==> src/rtl/alu_pkg.sv <==
// rtl/alu_pkg.sv - opcode constants and FSM state encoding for the sequential ALU
package alu_pkg;

  localparam logic [4:0] OP_ADD  = 5'b00011;
  localparam logic [4:0] OP_SUB  = 5'b00100;
  localparam logic [4:0] OP_AND  = 5'b00101;
  localparam logic [4:0] OP_OR   = 5'b00110;
  localparam logic [4:0] OP_ROL  = 5'b00111;
  localparam logic [4:0] OP_ROR  = 5'b01000;
  localparam logic [4:0] OP_SHR  = 5'b01001;
  localparam logic [4:0] OP_SHRA = 5'b01010;
  localparam logic [4:0] OP_SHL  = 5'b01011;
  localparam logic [4:0] OP_DIV  = 5'b01111;
  localparam logic [4:0] OP_MUL  = 5'b10000;
  localparam logic [4:0] OP_NEG  = 5'b10001;
  localparam logic [4:0] OP_NOT  = 5'b10010;

  typedef enum logic [2:0] {
    ST_IDLE = 3'd0,
    ST_MUL  = 3'd1,
    ST_DIV  = 3'd2,
    ST_FIX  = 3'd3,
    ST_DONE = 3'd4
  } state_t;

  function automatic logic is_known_op(input logic [4:0] op);
    case (op)
      OP_ADD, OP_SUB, OP_AND, OP_OR, OP_ROL, OP_ROR, OP_SHR,
      OP_SHRA, OP_SHL, OP_DIV, OP_MUL, OP_NEG, OP_NOT: is_known_op = 1'b1;
      default: is_known_op = 1'b0;
    endcase
  endfunction

endpackage

==> src/rtl/seq_muldiv.sv <==
// rtl/seq_muldiv.sv - shared iteration engine: radix-2 Booth multiply and restoring divide
module seq_muldiv #(
  parameter int WIDTH = 32
) (
  input  logic             clock,
  input  logic             clear,
  input  logic             load,
  input  logic             is_div,
  input  logic             step,
  input  logic             fix,
  input  logic [WIDTH-1:0] a,
  input  logic [WIDTH-1:0] b,
  output logic             last,
  output logic [WIDTH-1:0] hi,
  output logic [WIDTH-1:0] lo
);

  localparam int CW = $clog2(WIDTH);

  // acc carries one guard bit so Booth add/sub of the most-negative multiplicand cannot overflow
  logic [WIDTH:0]   acc;
  logic [WIDTH-1:0] sreg;
  logic [WIDTH-1:0] opnd;
  logic             q1;
  logic             div_mode;
  logic             neg_q;
  logic             neg_r;
  logic [CW-1:0]    count;

  logic [WIDTH:0]   opnd_x;
  logic [WIDTH:0]   booth_sum;
  logic [WIDTH:0]   div_shift;
  logic             div_fit;
  logic [WIDTH-1:0] abs_a;
  logic [WIDTH-1:0] abs_b;
  logic [WIDTH-1:0] quo_fix;
  logic [WIDTH-1:0] rem_fix;

  always_comb begin
    opnd_x = {opnd[WIDTH-1], opnd};
    case ({sreg[0], q1})
      2'b01:   booth_sum = acc + opnd_x;
      2'b10:   booth_sum = acc - opnd_x;
      default: booth_sum = acc;
    endcase
    div_shift = {acc[WIDTH-1:0], sreg[WIDTH-1]};
    div_fit   = (div_shift >= {1'b0, opnd});
    abs_a     = a[WIDTH-1] ? -a : a;
    abs_b     = b[WIDTH-1] ? -b : b;
    quo_fix   = neg_q ? -sreg : sreg;
    rem_fix   = neg_r ? -acc[WIDTH-1:0] : acc[WIDTH-1:0];
  end

  always_ff @(posedge clock) begin
    if (clear) begin
      acc      <= '0;
      sreg     <= '0;
      opnd     <= '0;
      q1       <= 1'b0;
      div_mode <= 1'b0;
      neg_q    <= 1'b0;
      neg_r    <= 1'b0;
      count    <= '0;
    end else if (load) begin
      acc      <= '0;
      q1       <= 1'b0;
      count    <= '0;
      div_mode <= is_div;
      if (is_div) begin
        sreg  <= abs_a;
        opnd  <= abs_b;
        neg_q <= a[WIDTH-1] ^ b[WIDTH-1];
        neg_r <= a[WIDTH-1];
      end else begin
        sreg  <= b;
        opnd  <= a;
        neg_q <= 1'b0;
        neg_r <= 1'b0;
      end
    end else if (step) begin
      count <= count + 1'b1;
      if (div_mode) begin
        acc  <= div_fit ? (div_shift - {1'b0, opnd}) : div_shift;
        sreg <= {sreg[WIDTH-2:0], div_fit};
      end else begin
        {acc, sreg, q1} <= {booth_sum[WIDTH], booth_sum, sreg};
      end
    end else if (fix) begin
      acc  <= {1'b0, rem_fix};
      sreg <= quo_fix;
    end
  end

  assign last = (count == CW'(WIDTH - 1));
  assign hi   = acc[WIDTH-1:0];
  assign lo   = sreg;

endmodule

==> src/rtl/seq_alu.sv <==
// rtl/seq_alu.sv - multi-cycle ALU with start/busy/done handshake and HI/LO result split
module seq_alu
  import alu_pkg::*;
#(
  parameter int WIDTH = 32
) (
  input  logic             clock,
  input  logic             clear,
  input  logic             start,
  input  logic [4:0]       opcode,
  input  logic [WIDTH-1:0] A,
  input  logic [WIDTH-1:0] B,
  output logic             busy,
  output logic             done,
  output logic [WIDTH-1:0] Zhigh,
  output logic [WIDTH-1:0] Zlow,
  output logic             div0,
  output logic             illegal
);

  localparam int SHW = $clog2(WIDTH);

  state_t           state;
  logic [4:0]       op_r;
  logic [WIDTH-1:0] a_r;
  logic [WIDTH-1:0] b_r;

  logic             md_load;
  logic             md_is_div;
  logic             md_step;
  logic             md_fix;
  logic             md_last;
  logic [WIDTH-1:0] md_hi;
  logic [WIDTH-1:0] md_lo;

  assign md_load   = (state == ST_IDLE) && start &&
                     ((opcode == OP_MUL) || ((opcode == OP_DIV) && (B != '0)));
  assign md_is_div = (opcode == OP_DIV);
  assign md_step   = (state == ST_MUL) || (state == ST_DIV);
  assign md_fix    = (state == ST_FIX);

  seq_muldiv #(.WIDTH(WIDTH)) u_muldiv (
    .clock  (clock),
    .clear  (clear),
    .load   (md_load),
    .is_div (md_is_div),
    .step   (md_step),
    .fix    (md_fix),
    .a      (A),
    .b      (B),
    .last   (md_last),
    .hi     (md_hi),
    .lo     (md_lo)
  );

  logic [SHW-1:0]     amt;
  logic [2*WIDTH-1:0] dbl;
  logic [2*WIDTH-1:0] dbl_r;
  logic [2*WIDTH-1:0] dbl_l;
  logic [WIDTH-1:0]   res_hi;
  logic [WIDTH-1:0]   res_lo;
  logic               res_div0;
  logic               res_ill;

  // {A,A} shifted gives the rotate in one half and the plain logical shift in the other
  always_comb begin
    amt      = b_r[SHW-1:0];
    dbl      = {a_r, a_r};
    dbl_r    = dbl >> amt;
    dbl_l    = dbl << amt;
    res_hi   = '0;
    res_lo   = '0;
    res_div0 = 1'b0;
    res_ill  = 1'b0;
    case (op_r)
      OP_AND:  res_lo = a_r & b_r;
      OP_OR:   res_lo = a_r | b_r;
      OP_ADD:  res_lo = a_r + b_r;
      OP_SUB:  res_lo = a_r - b_r;
      OP_SHR:  res_lo = dbl_r[2*WIDTH-1:WIDTH];
      OP_SHL:  res_lo = dbl_l[WIDTH-1:0];
      OP_SHRA: res_lo = $signed(a_r) >>> amt;
      OP_ROR:  res_lo = dbl_r[WIDTH-1:0];
      OP_ROL:  res_lo = dbl_l[2*WIDTH-1:WIDTH];
      OP_NEG:  res_lo = -b_r;
      OP_NOT:  res_lo = ~b_r;
      OP_MUL: begin
        res_hi = md_hi;
        res_lo = md_lo;
      end
      OP_DIV: begin
        if (b_r == '0) begin
          res_hi   = a_r;
          res_lo   = '1;
          res_div0 = 1'b1;
        end else begin
          res_hi = md_hi;
          res_lo = md_lo;
        end
      end
      default: res_ill = !is_known_op(op_r);
    endcase
  end

  always_ff @(posedge clock) begin
    if (clear) begin
      state   <= ST_IDLE;
      op_r    <= '0;
      a_r     <= '0;
      b_r     <= '0;
      busy    <= 1'b0;
      done    <= 1'b0;
      Zhigh   <= '0;
      Zlow    <= '0;
      div0    <= 1'b0;
      illegal <= 1'b0;
    end else begin
      done <= 1'b0;
      case (state)
        ST_IDLE: begin
          if (start) begin
            op_r    <= opcode;
            a_r     <= A;
            b_r     <= B;
            busy    <= 1'b1;
            div0    <= 1'b0;
            illegal <= 1'b0;
            if (opcode == OP_MUL)
              state <= ST_MUL;
            else if ((opcode == OP_DIV) && (B != '0))
              state <= ST_DIV;
            else
              state <= ST_DONE;
          end
        end
        ST_MUL: if (md_last) state <= ST_DONE;
        ST_DIV: if (md_last) state <= ST_FIX;
        ST_FIX: state <= ST_DONE;
        ST_DONE: begin
          Zhigh   <= res_hi;
          Zlow    <= res_lo;
          div0    <= res_div0;
          illegal <= res_ill;
          busy    <= 1'b0;
          done    <= 1'b1;
          state   <= ST_IDLE;
        end
        default: state <= ST_IDLE;
      endcase
    end
  end

endmodule
==> config.mk <==
export PLATFORM = sky130hd
export DESIGN_NAME = seq_alu
export DESIGN_NICKNAME = d
export VERILOG_FILES = /design/src/rtl/alu_pkg.sv /design/src/rtl/seq_muldiv.sv /design/src/rtl/seq_alu.sv
export SDC_FILE = /design/constraint.sdc
export NUM_CORES = 2
export LEC_CHECK = 0
export CAP_MARGIN = 20
export CORE_MARGIN = 2
export CORE_UTILIZATION = 60
export DETAILED_ROUTE_END_ITERATION = 6
export PLACE_DENSITY = 0.8
export REMOVE_ABC_BUFFERS = 1
export SLEW_MARGIN = 10
export SYNTH_ARGS = -nofsm -noshare
export SYNTH_HDL_FRONTEND = slang
export SYNTH_SLANG_ARGS = --single-unit
==> constraint.sdc <==
create_clock -name clock -period 4.35 [get_ports clock]
set_input_delay 0.87 -clock clock [delete_from_list [all_inputs] [get_ports clock]]
set_output_delay 0.87 -clock clock [all_outputs]
set_load 0.1 [all_outputs]
-- After elaboration in Yosys (flattened, before gate mapping)
Memories as Yosys holds them, arrays and structs flattened. A register that Yosys moved wholly into a read port is not among the register bits.
Index checks and enable logic that the tools add are counted.
- $add $sub $neg: 11
- multiplexer cells: 39
- reductions and logical operators: 22
- shift operators: 3
- bitwise gates (word level): 5
- magnitude comparators: 1
- equal/unequal tests: 25
- operators with widths (kind ; number):
    $pmux 32 s13 ; 1
    $mux 32 ; 12
    $neg 32->32 ; 5
    $mux 33 ; 4
    $pmux 33 s2 ; 1
    $pmux 32 s2 ; 1
    $shl 64x5->64 ; 1
    $shr 64x5->64 ; 1
    $add 33x33->33 ; 1
    $ge 33x32->1 ; 1
    $sub 33x32->33 ; 1
    $sub 33x33->33 ; 1
    $add 32x32->32 ; 1
    $and 32x32->32 ; 1
    $logic_not 32->1 ; 1
    $not 32->32 ; 1
    $or 32x32->32 ; 1
    $reduce_bool 32->1 ; 1
    $sshr 32x5->32 ; 1
    $sub 32x32->32 ; 1
    $eq 5x4->1 const B ; 6
    $eq 5x5->1 const B ; 5
    $eq 5x3->1 const B ; 4
    $mux 3 ; 5
    other kinds (24) ; 48
- bits in read-only memories: 32
- logic and storage cells: 126
- bits of input ports: 72
- memories kept: 1
- bits in registers: 246
- memory list (memory ; depth ; bits a word ; rd ports ; clocked after memory_dff ; wr ports ; RTL line ; text):
    (name not given) ; 32 ; 1 ; 1 ; 1 ; 0 ; alu_pkg.sv:27 ; case (op)

-- Depth between registers and ports, before layout
- depth in word-level cells: 6
- mapped depth: 18

-- Hierarchy
A second synthesis with hierarchy kept.
- cells, all modules: 4293
- area, all modules: 30509.3 sq um
- by module, submodules not included (module ; area an instance (sq um) ; cells an instance ; times used):
    seq_alu ; 17655.7 ; 2489 ; 1
    seq_muldiv ; 12853.6 ; 1804 ; 1

-- Worst setup path before layout
Ideal clock, no wire load.
- path type: register to register
- start point: reg b_r[1]
- end point: reg Zlow[23]
- stages on the path, launching flop included: 16
- setup slack: 0.398 ns
- setup time: 0.136 ns
- arrival time: 3.816 ns
- buffers on the path: 3
- clock period less this slack: 3.952 ns
- cells stage by stage: dfxtp_1 -> clkbuf_1 -> buf_1 -> clkbuf_1 -> inv_1 -> ha_1 -> a211oi_1 -> nor2_1 -> o21ai_0 -> o31ai_1 -> a21oi_1 -> o31a_1 -> o31ai_1 -> xor2_1 -> a211oi_1 -> o221ai_1
- cells in the longest elaborated chain, start to end: 3
- elaborated cells between the ends (all ways): 9
- those cells by class: 3 x add/sub; 3 x shift; 2 x mux; 1 x reduce/logical
- RTL lines (element ; RTL line ; text):
    from (decl) ; seq_alu.sv:26 ; logic [WIDTH-1:0] b_r;
    from (signal assigned) ; seq_alu.sv:110 ; b_r <= '0;
    from (signal assigned) ; seq_alu.sv:124 ; b_r <= B;
    parallel branches: the longest is 2 deep, another holds $neg 32->32 ; n/a ;
    $pmux 32 s13 * ; seq_alu.sv:75 ; case (op_r)
    to (signal assigned) ; seq_alu.sv:141 ; Zlow <= res_lo;
    to (decl) ; seq_alu.sv:16 ; output logic [WIDTH-1:0] Zlow,
Every way passes the cells marked *.
A chain may end at the register's enable or synchronous reset.

-- Worst setup path in the final report
- start point: reg op_r[2]
- end point: reg Zlow[30]
- cells in the longest elaborated chain, start to end: 2
- elaborated cells between the ends (all ways): 14
- those cells by class: 13 x eq/ne; 1 x mux
- RTL lines (element ; RTL line ; text):
    from (decl) ; seq_alu.sv:24 ; logic [4:0] op_r;
    from (signal assigned) ; seq_alu.sv:122 ; op_r <= opcode;
    $eq 5x4->1, or another cell as far along ; seq_alu.sv:75 ;
    $pmux 32 s13 * ; seq_alu.sv:75 ;
Every way passes the cells marked *; elsewhere a longest branch is shown, timed or not.

==> results_dict.tcl <==
set metrics [dict create \
    outcome "finished with violations" \
    violations "design-rule violations" \
    layout-drive-gt1-share 0.106 \
    cpMaxStageDelayCell "a211oi_1" \
    syn_area_um2 28300 \
    wl_per_cell_um 29.6 \
    grt_max_degree 154 \
    reg2reg_depth 16 \
    clock.fmax_ghz 0.234 \
    r2r_end "Zlow[30]" \
    skew_ns 0.0512 \
    die_w_um 221 \
    dp_hpwl_um 105000 \
    power_density_nw_per_um2 296 \
    antenna_found_initial 13 \
    finalHoldViolations 0 \
    cts_max_level 1 \
    vias 35700 \
    finalWeightedCongestion 1.17 \
    vdd_ir_drop_max_mv 0.395 \
    cts_root_buffer "clkbuf_16" \
    drtIter0Drc 6629 \
    critPathCapture "Zlow[30]" \
    avgSynthCellArea_um2 7.02 \
    crit_fanout 12 \
    finalSetupTns_ns 0 \
    path_depth 16 \
    synth_fa_ha_area_frac 0.0807 \
    reg2reg_slack_ns 0.08 \
    die_y_um 221 \
    layout_setup_ws_ns 0.0784 \
    synth_top_flop_cell "dfxtp_1" \
    worstPathArrival_ns 4.76 \
    startpoint "op_r[2]" \
    cp_cell_sequence "nor3_2 > buf_4 > nand3_1 > nand2_1 > ha_1 > fa_1 > nand3b_1 > a211oi_1 > o41ai_2 > o31ai_1 > o21ai_0 > a21oi_1 > nor2_1 > a32o_1 > a221oi_1 > o21ai_0" \
    grt_first_pass_wirelength_um 205000 \
    final_common_cell "nand2_1" \
    clk_latency_ns 0.64 \
    clockBufferDepth 3 \
    maxSlewHeadroom 0.125 \
    cts_buffers 30 \
    gr-total-overflow 0 \
    drtAntennaViolNets 0 \
    row_count 79 \
    hold_class "register to register" \
    core_um2 46600 \
    drv_cap 0 \
    synth-xor-area-share 0.0694 \
    wl_um 141000 \
    path_delay_family "compound AO/OA/AOI/OAI gates" \
    period_needed_ns 4.27 \
    cp.required_ns 4.83 \
    synth_edf_count 0 \
    postSynth.asyncResetShare 0 \
    worstMarginPinSlew_ns 1.31 \
    vias_per_cell 7.48 \
    synth_compound_area_frac 0.318 \
    nNetsFinal 4386 \
    finalCritPeriodShare 0.982 \
    ys.warnings.count 0 \
    instances_no_fill 4772 \
    grt_pass1_vias 32100 \
    rsz0062_at_grt "true" \
    crit_path_end_kind "register" \
    start_util 0.608 \
    p_leak_nw 12.7 \
    io_buffers 139 \
    die_area_um2 48900 \
    design.portCount 140 \
    finalCoreUtilization 0.698 \
    slowest_delay_ns 0.55 \
    maxSlewViolCount 0 \
    synth_mux_area_frac 0.0856 \
    synthCells 4029 \
    syn_to_final_growth_pct 14.9 \
    hp-start "Zhigh[7]" \
    cp-start-kind "register" \
    crit_top_cell "o21ai_0" \
    crit_type "register to register" \
    synth-simple-area-share 0.210 \
    cts_sinks 247 \
    cts_tree "built" \
    rr_startpoint "op_r[2]" \
    synth_top_family_by_area "compound AO/OA/AOI/OAI gates" \
    setup_violations 0 \
    track_usage 0.545 \
    synth_cell_types 89 \
    route.detailed.drc 60 \
    place_inst 4705 \
    clk_pin_slew_ns 0.06 \
    dr.pass1.iters 7 \
    pre_cts_ws_ns 0.0569 \
    final_cell_mix "555 x nand2_1, 443 x a21oi_1, 384 x nor2_1" \
    path_buf_inv 1 \
    ys_seq_area_frac 0.175 \
    ys_seq_elements 247 \
]
-- layout make-up --
| class | count | area, um^2 |
|---|---|---|
| antenna | 7 | 17.5 |
| clock buffer | 41 | 863 |
| clock inverter | 15 | 283 |
| fill | 3801 | 14000 |
| inverter | 147 | 552 |
| multi-input combinational | 3320 | 21700 |
| sequential | 247 | 4960 |
| tap | 607 | 759 |
| timing repair buffer | 388 | 3340 |
-- sequential cells by signal (all words and copies together) (netlist names), 3 cells and up, named ones only --
register        cells
state               3
b_r                32
u_muldiv.lo        32
u_muldiv.acc       33
u_muldiv.opnd      32
Zlow               32
u_muldiv.count      5
op_r                5
Zhigh              32
a_r                32
-- Yosys cell counts, drive strengths merged, types with 12 or more instances --
cell type | instances | area, um^2
xor2 | 113 | 990
a2111oi | 14 | 124
a21oi | 446 | 2240
and2 | 25 | 156
a31oi | 77 | 482
mux2 | 13 | 146
mux2i | 99 | 991
nor4 | 34 | 225
o21a | 19 | 143
nand3 | 64 | 320
buf | 47 | 195
nor2b | 24 | 150
nand2 | 556 | 2090
nand3b | 12 | 90.1
nand4 | 31 | 194
a21o | 75 | 563
o21ai | 292 | 1460
nor3 | 66 | 342
mux4 | 57 | 1280
xnor2 | 111 | 972
o21bai | 13 | 97.6
or2 | 14 | 87.6
nor2 | 389 | 1460
ha | 176 | 2200
inv | 147 | 552
nand2b | 28 | 175
o41ai | 16 | 166
and3 | 20 | 125
o211ai | 92 | 691
dfxtp | 247 | 4940
o22ai | 50 | 313
o221ai | 36 | 315
or3 | 25 | 156
o31ai | 45 | 343
a221oi | 37 | 324
or4 | 14 | 120
clkbuf | 268 | 1010
a211oi | 86 | 651
-- per-stage QoR --
stage / total power [W] / hold slack, ns / cell area, um^2
after floorplan: 0.00494 / 0.434 / 27100
after global placement: 0.00635 / 0.431 / 31300
after detailed placement: 0.00637 / 0.440 / 31300
after CTS: 0.00929 / 0.454 / 32400
after global routing: 0.00983 / 0.468 / 32500
final: 0.00964 / 0.452 / 32500
-- cells by family after synthesis --
family | Yosys count
DFF | 247
AOI/OAI and AO/OA | 1419
buffers and inverters | 462
xor gates and xnor gates | 224
adders and majority gates | 180
muxes | 169
and+or+nand+nor | 1328
-- report_power, final --
group | internal [W] | switching, W | total [W]
sequential | 0.00234 | 0.000174 | 0.00251
clock | 0.00181 | 0.00117 | 0.00298
combinational | 0.00147 | 0.00267 | 0.00415
total | 0.00562 | 0.00402 | 0.00964
-- layer usage --
| metal | track usage | part of all wire | up-vias |
|---|---|---|---|
| li1 | - | - | 15000 |
| met1 | 0.685 | 0.34 | 16300 |
| met2 | 0.742 | 0.38 | 3452 |
| met3 | 0.240 | 0.18 | 937 |
| met4 | 0.371 | 0.092 | 20 |
| met5 | 0 | 0.0016 | - |
-- worst min path at each step --
stage / to / slack, ns / depth (start not counted)
after CTS: Zhigh[7] / 0.45 / 1
final: Zhigh[7] / 0.45 / 1
after detailed placement: Zhigh[7] / 0.44 / 1
after global placement: Zhigh[7] / 0.43 / 1
after global routing: Zhigh[3] / 0.47 / 1
after floorplan: u_muldiv.neg_r / 0.43 / 2
-- repair_timing --
action	CTS	global route
setup buffers	0	2
hold buffers	0	0
resized for setup	0	9
endpoints found under the setup margin	0	9
No activity file was read; power rests on OpenSTA's default activity.
